## src/rtl/id_ex_stage.sv

```systemverilog
`default_nettype none
// ============================================================================
// Module   : id_ex_stage
// Purpose  : ID/EX pipeline register. Captures the decoded control bundle and
//            operands each cycle for the execute stage, detects load-use
//            hazards (one-cycle bubble plus upstream stall), applies
//            branch/jump flushes and counts inserted bubbles (saturating).
// Ports    : clk, reset (async, active-high)
//            flush_i                  - discard the instruction currently in ID
//            OP_i, control bundle, PC, operands, immediate, register
//            addresses, funct fields  - from decoder / register file
//            *_o                      - registered copies for EX
//            Stall_o                  - combinational; hold PC and IF/ID
//            Bubble_Count_o           - bubbles inserted since reset
// Revision : 1.0 - initial release
// ============================================================================
module id_ex_stage #(
  parameter int DATA_WIDTH = 32,
  parameter int CNT_WIDTH  = 16
) (
  input  logic                  clk,
  input  logic                  reset,
  input  logic                  flush_i,
  input  logic [6:0]            OP_i,
  input  logic                  Branch_i,
  input  logic                  Mem_Read_i,
  input  logic                  Mem_to_Reg_i,
  input  logic                  Mem_Write_i,
  input  logic                  ALU_Src_i,
  input  logic                  Reg_Write_i,
  input  logic [2:0]            ALU_Op_i,
  input  logic [DATA_WIDTH-1:0] PC_i,
  input  logic [DATA_WIDTH-1:0] Read_Data_1_i,
  input  logic [DATA_WIDTH-1:0] Read_Data_2_i,
  input  logic [DATA_WIDTH-1:0] Immediate_i,
  input  logic [4:0]            Rs1_i,
  input  logic [4:0]            Rs2_i,
  input  logic [4:0]            Rd_i,
  input  logic [2:0]            Funct3_i,
  input  logic                  Funct7b5_i,
  output logic                  Branch_o,
  output logic                  Mem_Read_o,
  output logic                  Mem_to_Reg_o,
  output logic                  Mem_Write_o,
  output logic                  ALU_Src_o,
  output logic                  Reg_Write_o,
  output logic [2:0]            ALU_Op_o,
  output logic [DATA_WIDTH-1:0] PC_o,
  output logic [DATA_WIDTH-1:0] Read_Data_1_o,
  output logic [DATA_WIDTH-1:0] Read_Data_2_o,
  output logic [DATA_WIDTH-1:0] Immediate_o,
  output logic [4:0]            Rs1_o,
  output logic [4:0]            Rs2_o,
  output logic [4:0]            Rd_o,
  output logic [2:0]            Funct3_o,
  output logic                  Funct7b5_o,
  output logic                  Stall_o,
  output logic [CNT_WIDTH-1:0]  Bubble_Count_o
);

  localparam logic [6:0] c_OP_LUI    = 7'h37;
  localparam logic [6:0] c_OP_JAL    = 7'h6F;
  localparam logic [6:0] c_OP_RTYPE  = 7'h33;
  localparam logic [6:0] c_OP_STORE  = 7'h23;
  localparam logic [6:0] c_OP_BRANCH = 7'h63;
  localparam logic [CNT_WIDTH-1:0] c_CNT_ONE = {{(CNT_WIDTH-1){1'b0}}, 1'b1};
  localparam logic [CNT_WIDTH-1:0] c_CNT_MAX = {CNT_WIDTH{1'b1}};

  logic w_rs1_used;
  logic w_rs2_used;
  logic w_hazard;
  logic w_bubble;

  // LUI and JAL carry immediate bits in the rs1 field, so it must not match.
  assign w_rs1_used = (OP_i != c_OP_LUI) && (OP_i != c_OP_JAL);
  assign w_rs2_used = (OP_i == c_OP_RTYPE) || (OP_i == c_OP_STORE) ||
                      (OP_i == c_OP_BRANCH);

  // x0 is never written, so a load targeting it cannot create a dependency.
  assign w_hazard = Mem_Read_o && (Rd_o != 5'd0) &&
                    ((w_rs1_used && (Rs1_i == Rd_o)) ||
                     (w_rs2_used && (Rs2_i == Rd_o)));

  // A flush kills the ID instruction anyway, so there is nothing to hold.
  assign Stall_o  = w_hazard && !flush_i;
  assign w_bubble = flush_i || w_hazard;

  always_ff @(posedge clk or posedge reset) begin
    if (reset) begin
      Branch_o       <= 1'b0;
      Mem_Read_o     <= 1'b0;
      Mem_to_Reg_o   <= 1'b0;
      Mem_Write_o    <= 1'b0;
      ALU_Src_o      <= 1'b0;
      Reg_Write_o    <= 1'b0;
      ALU_Op_o       <= 3'd0;
      PC_o           <= '0;
      Read_Data_1_o  <= '0;
      Read_Data_2_o  <= '0;
      Immediate_o    <= '0;
      Rs1_o          <= 5'd0;
      Rs2_o          <= 5'd0;
      Rd_o           <= 5'd0;
      Funct3_o       <= 3'd0;
      Funct7b5_o     <= 1'b0;
      Bubble_Count_o <= '0;
    end else if (w_bubble) begin
      // Bubble: all-zero bundle is a NOP; data fields zeroed for tidiness.
      Branch_o       <= 1'b0;
      Mem_Read_o     <= 1'b0;
      Mem_to_Reg_o   <= 1'b0;
      Mem_Write_o    <= 1'b0;
      ALU_Src_o      <= 1'b0;
      Reg_Write_o    <= 1'b0;
      ALU_Op_o       <= 3'd0;
      PC_o           <= '0;
      Read_Data_1_o  <= '0;
      Read_Data_2_o  <= '0;
      Immediate_o    <= '0;
      Rs1_o          <= 5'd0;
      Rs2_o          <= 5'd0;
      Rd_o           <= 5'd0;
      Funct3_o       <= 3'd0;
      Funct7b5_o     <= 1'b0;
      if (Bubble_Count_o != c_CNT_MAX) begin
        Bubble_Count_o <= Bubble_Count_o + c_CNT_ONE;
      end
    end else begin
      Branch_o       <= Branch_i;
      Mem_Read_o     <= Mem_Read_i;
      Mem_to_Reg_o   <= Mem_to_Reg_i;
      Mem_Write_o    <= Mem_Write_i;
      ALU_Src_o      <= ALU_Src_i;
      Reg_Write_o    <= Reg_Write_i;
      ALU_Op_o       <= ALU_Op_i;
      PC_o           <= PC_i;
      Read_Data_1_o  <= Read_Data_1_i;
      Read_Data_2_o  <= Read_Data_2_i;
      Immediate_o    <= Immediate_i;
      Rs1_o          <= Rs1_i;
      Rs2_o          <= Rs2_i;
      Rd_o           <= Rd_i;
      Funct3_o       <= Funct3_i;
      Funct7b5_o     <= Funct7b5_i;
    end
  end

endmodule
`default_nettype wire

```

## config.mk

```make
export PLATFORM = sky130hd
export DESIGN_NAME = id_ex_stage
export DESIGN_NICKNAME = d
export VERILOG_FILES = /design/src/rtl/id_ex_stage.sv
export SDC_FILE = /design/constraint.sdc
export NUM_CORES = 1
export LEC_CHECK = 0
export ABC_CLOCK_PERIOD_IN_PS = 9600
export CAP_MARGIN = 10
export CORE_AREA = 3 3 132 134
export CTS_BUF_LIST = sky130_fd_sc_hd__clkbuf_4 sky130_fd_sc_hd__clkbuf_8
export CTS_CLUSTER_SIZE = 16
export DETAILED_ROUTE_END_ITERATION = 6
export DIE_AREA = 0 0 135 137
export PLACE_DENSITY = 0.85
export SYNTH_ARGS = -nofsm -noshare
export SYNTH_HDL_FRONTEND = slang
export SYNTH_SLANG_ARGS = --single-unit
```

## constraint.sdc

```tcl
create_clock -name clk -period 9.6 [get_ports clk]
set_input_delay 2.88 -clock clk [delete_from_list [all_inputs] [get_ports clk]]
set_output_delay 2.88 -clock clk [all_outputs]
set_load 0.1 [all_outputs]
```

==> results.toml <==
[status]
status = "finished, final reports clean"

[detailed_routing]
wl_met2_um = 8341
drt-met1-wl_um = 5439
vias_per_cell = 4.222
wl_met3_um = 1557
dr.first_iter.drc_count = 109
vias = 4226
postRouteAntennaNets = 0
routed.top_layer = "met4"
drc = 0
routedWlPerCell_um = 15.52
firstDrtPassIters = 4
wl_um = 15530

[logic_synthesis]
synthCells = 429
synth.top_cell.area_share_pct = 72.01
synthTopCellsByArea = "dfrtp_1, and2_1, xor2_1"
yosys.area.top_type = "dfrtp_1"
ys_warn_count = 0
postSynthAreaPerCell_sq_um = 13.93
syn-num-nets = 596
yosysSeqAreaShare_pct = 72.01
ys_async_sr_fraction_pct = 100.0
netlist_area_sq_um = 5977
ys_types = 32
synth_flop_cell = "dfrtp_1"
synth_edf_count = 0
synth_seq_cells = 172

[clock_tree]
cts-resized-gates = 0
clock_latency_ns = 0.45
path_clk_slew_ns = 0.08
ctsRootBufferMaster = "clkbuf_8"
cts_made_buffers = 17
cts_tree = "built"
cts_buffer_depth = 2
cts.hold.buffers_added = 0
post_cts_buffers = 0
cts.sinks = 172
htreeDepth = 4

[die]
die_x_um = 135
start_util_pct = 36.43
io_pins = 339
die_y_um = 137
fp.dieArea_sq_um = 18500
core_area_sq_um = 16410
rows = 47

[setup_path]
start_kind = "input port"
crit_arrival_ns = 4.64
r2r_slack_ns = 6.49
rr_endpoint = "Bubble_Count_o[1]$_DFFE_PP0P_"
crit_chain = "clkdlybuf4s50_1 -> xor2_1 -> nor4_1 -> nand4_1 -> nor2b_1 -> nor2_1 -> buf_4"
crit_path_end_kind = "output port"
crit_fanout = 2
cp_slowest_stage_delay_ns = 0.46
critPathKind = "input port to output port"
r2r_cells = 7
reg2reg_from = "Rd_o[0]$_DFF_PP0_"
crit_slowest_cell = "nor4_1"
worstPathRequired_ns = 6.72

[placement]
dp_cells = 971
gp_congestion = 0.7763
dp_hpwl_um = 11650
post_dp_cell_area_sq_um = 9577
io_buffers = 338
dp_slack_ns = 2.188

[global_route]
grt_pass1_wl_um = 23190
grt.overflow.total = 0
grt.total_usage_pct = 16.59
grt_pass1_vias = 4347
grt_max_degree = 106
antenna_found_initial = 0

[sta]
hold_viol = 0
fin_crit_ns = 7.518
tightest_slew_ns = 1.056
rsz0062_at_grt = "no"
clock.fmax_mhz = 133.0
holdWs_ns = 0.5005
slew_violations = 0
setup_viol = 0
post-route-period-util_pct = 78.31
finalSetupTns_ns = 0
slew_headroom_pct = 29.36
fin_skew_ns = 0.01549
worst_slack_ns = 2.082

[pwr]
finalPower_mw = 1.941
leakage_nw = 4.353
irDropWorstVdd_uv = 106.1
powerDensity_nw_per_um2 = 194.8

[final_layout]
final_area_sq_um = 9966
diodes = 0
nNetsFinal = 937
layout-drive-gt1-share_pct = 5.250
area_delta_synth_final_pct = 66.74
layout_commonest_cell = "clkdlybuf4s50_1"
final_cell_mix = "clkdlybuf4s50_1, dfrtp_1, and2_1"
stdcell_count = 1001
utilization_pct = 60.74

[hold_path]
hold_class = "flip-flop to flip-flop"
whs_path_depth = 1
min-delay-start = "Bubble_Count_o[15]$_DFFE_PP0P_"
hold_end = "Bubble_Count_o[15]$_DFFE_PP0P_"

[flow_run]
drv_cap = 0
==> cell families (layout without fill, tap and decap cells) <==
group	after synthesis	in the layout	share of synthesized area [%]
fa+ha+maj	1	1	0.2093
simple gates	203	203	21.37
flops	172	172	72.01
buf+inv	20	372	1.403
compound gates	7	7	1.151
xor+xnor	25	25	3.663
mux	1	1	0.1884
==> layout make-up <==
| class | count | area [sq um] |
|---|---|---|
| Clock buffer | 21 | 276.5 |
| Timing Repair Buffer | 340 | 3396 |
| Multi-Input combinational cell | 237 | 1589 |
| Clock inverter | 9 | 112.6 |
| Inverter | 2 | 12.51 |
| Tap cell | 220 | 275.3 |
| Fill cell | 1289 | 6441 |
| Sequential cell | 172 | 4304 |
==> how the worst max path moves through the flow <==
stage,startpoint,end,slack (ns)
floorplan,Rs2_i[4],Stall_o,1.85
global placement,Rs2_i[4],Stall_o,2.19
detailed placement,Rs2_i[4],Stall_o,2.19
CTS,Rs2_i[4],Stall_o,2.07
global route,Rs2_i[4],Stall_o,1.98
finish,Rs2_i[4],Stall_o,2.08
==> cells in the mapped netlist (2+ instances only) <==
cell type and number:
and2_1 156, and4bb_2 2, xor2_1 16, nand2_1 10, nand2b_1 2, nand4_1 2, xnor2_1 9, nand3b_1 5
nor4b_1 2, nand3_1 6, inv_1 2, nor2_1 6, nor3_1 3, and3_1 4, dfrtp_1 172, clkbuf_1 16
==> registers in the layout, summed over array words and instances, names as in the netlist, 3 cells and up <==
register,cells
Immediate_o,32
ALU_Op_o,3
Funct3_o,3
Read_Data_2_o,32
Bubble_Count_o,16
Rd_o,5
PC_o,32
Rs1_o,5
Read_Data_1_o,32
Rs2_o,5
==> power breakdown <==
part / switching [mW] / internal [mW] / leakage [nW]
registers: 0.0309 / 0.774 / 2.21
logic: 0.458 / 0.176 / 1.94
clock network: 0.253 / 0.250 / 0.199
total: 0.742 / 1.20 / 4.35
==> per-layer routing <==
layer / global-route usage, % / up-vias
li1: - / 2022
met1: 17.52 / 1996
met2: 29.41 / 190
met3: 7.868 / 18
met4: 5.207 / 0
met5: 0 / -
==> critical path: cells and delay by family <==
family	cells	cell delay, ns
XOR/XNOR	1	0.16
buffers and inverters	2	0.73
AND/OR/NAND/NOR	4	0.85
No activity file was read; power rests on OpenSTA's default activity.
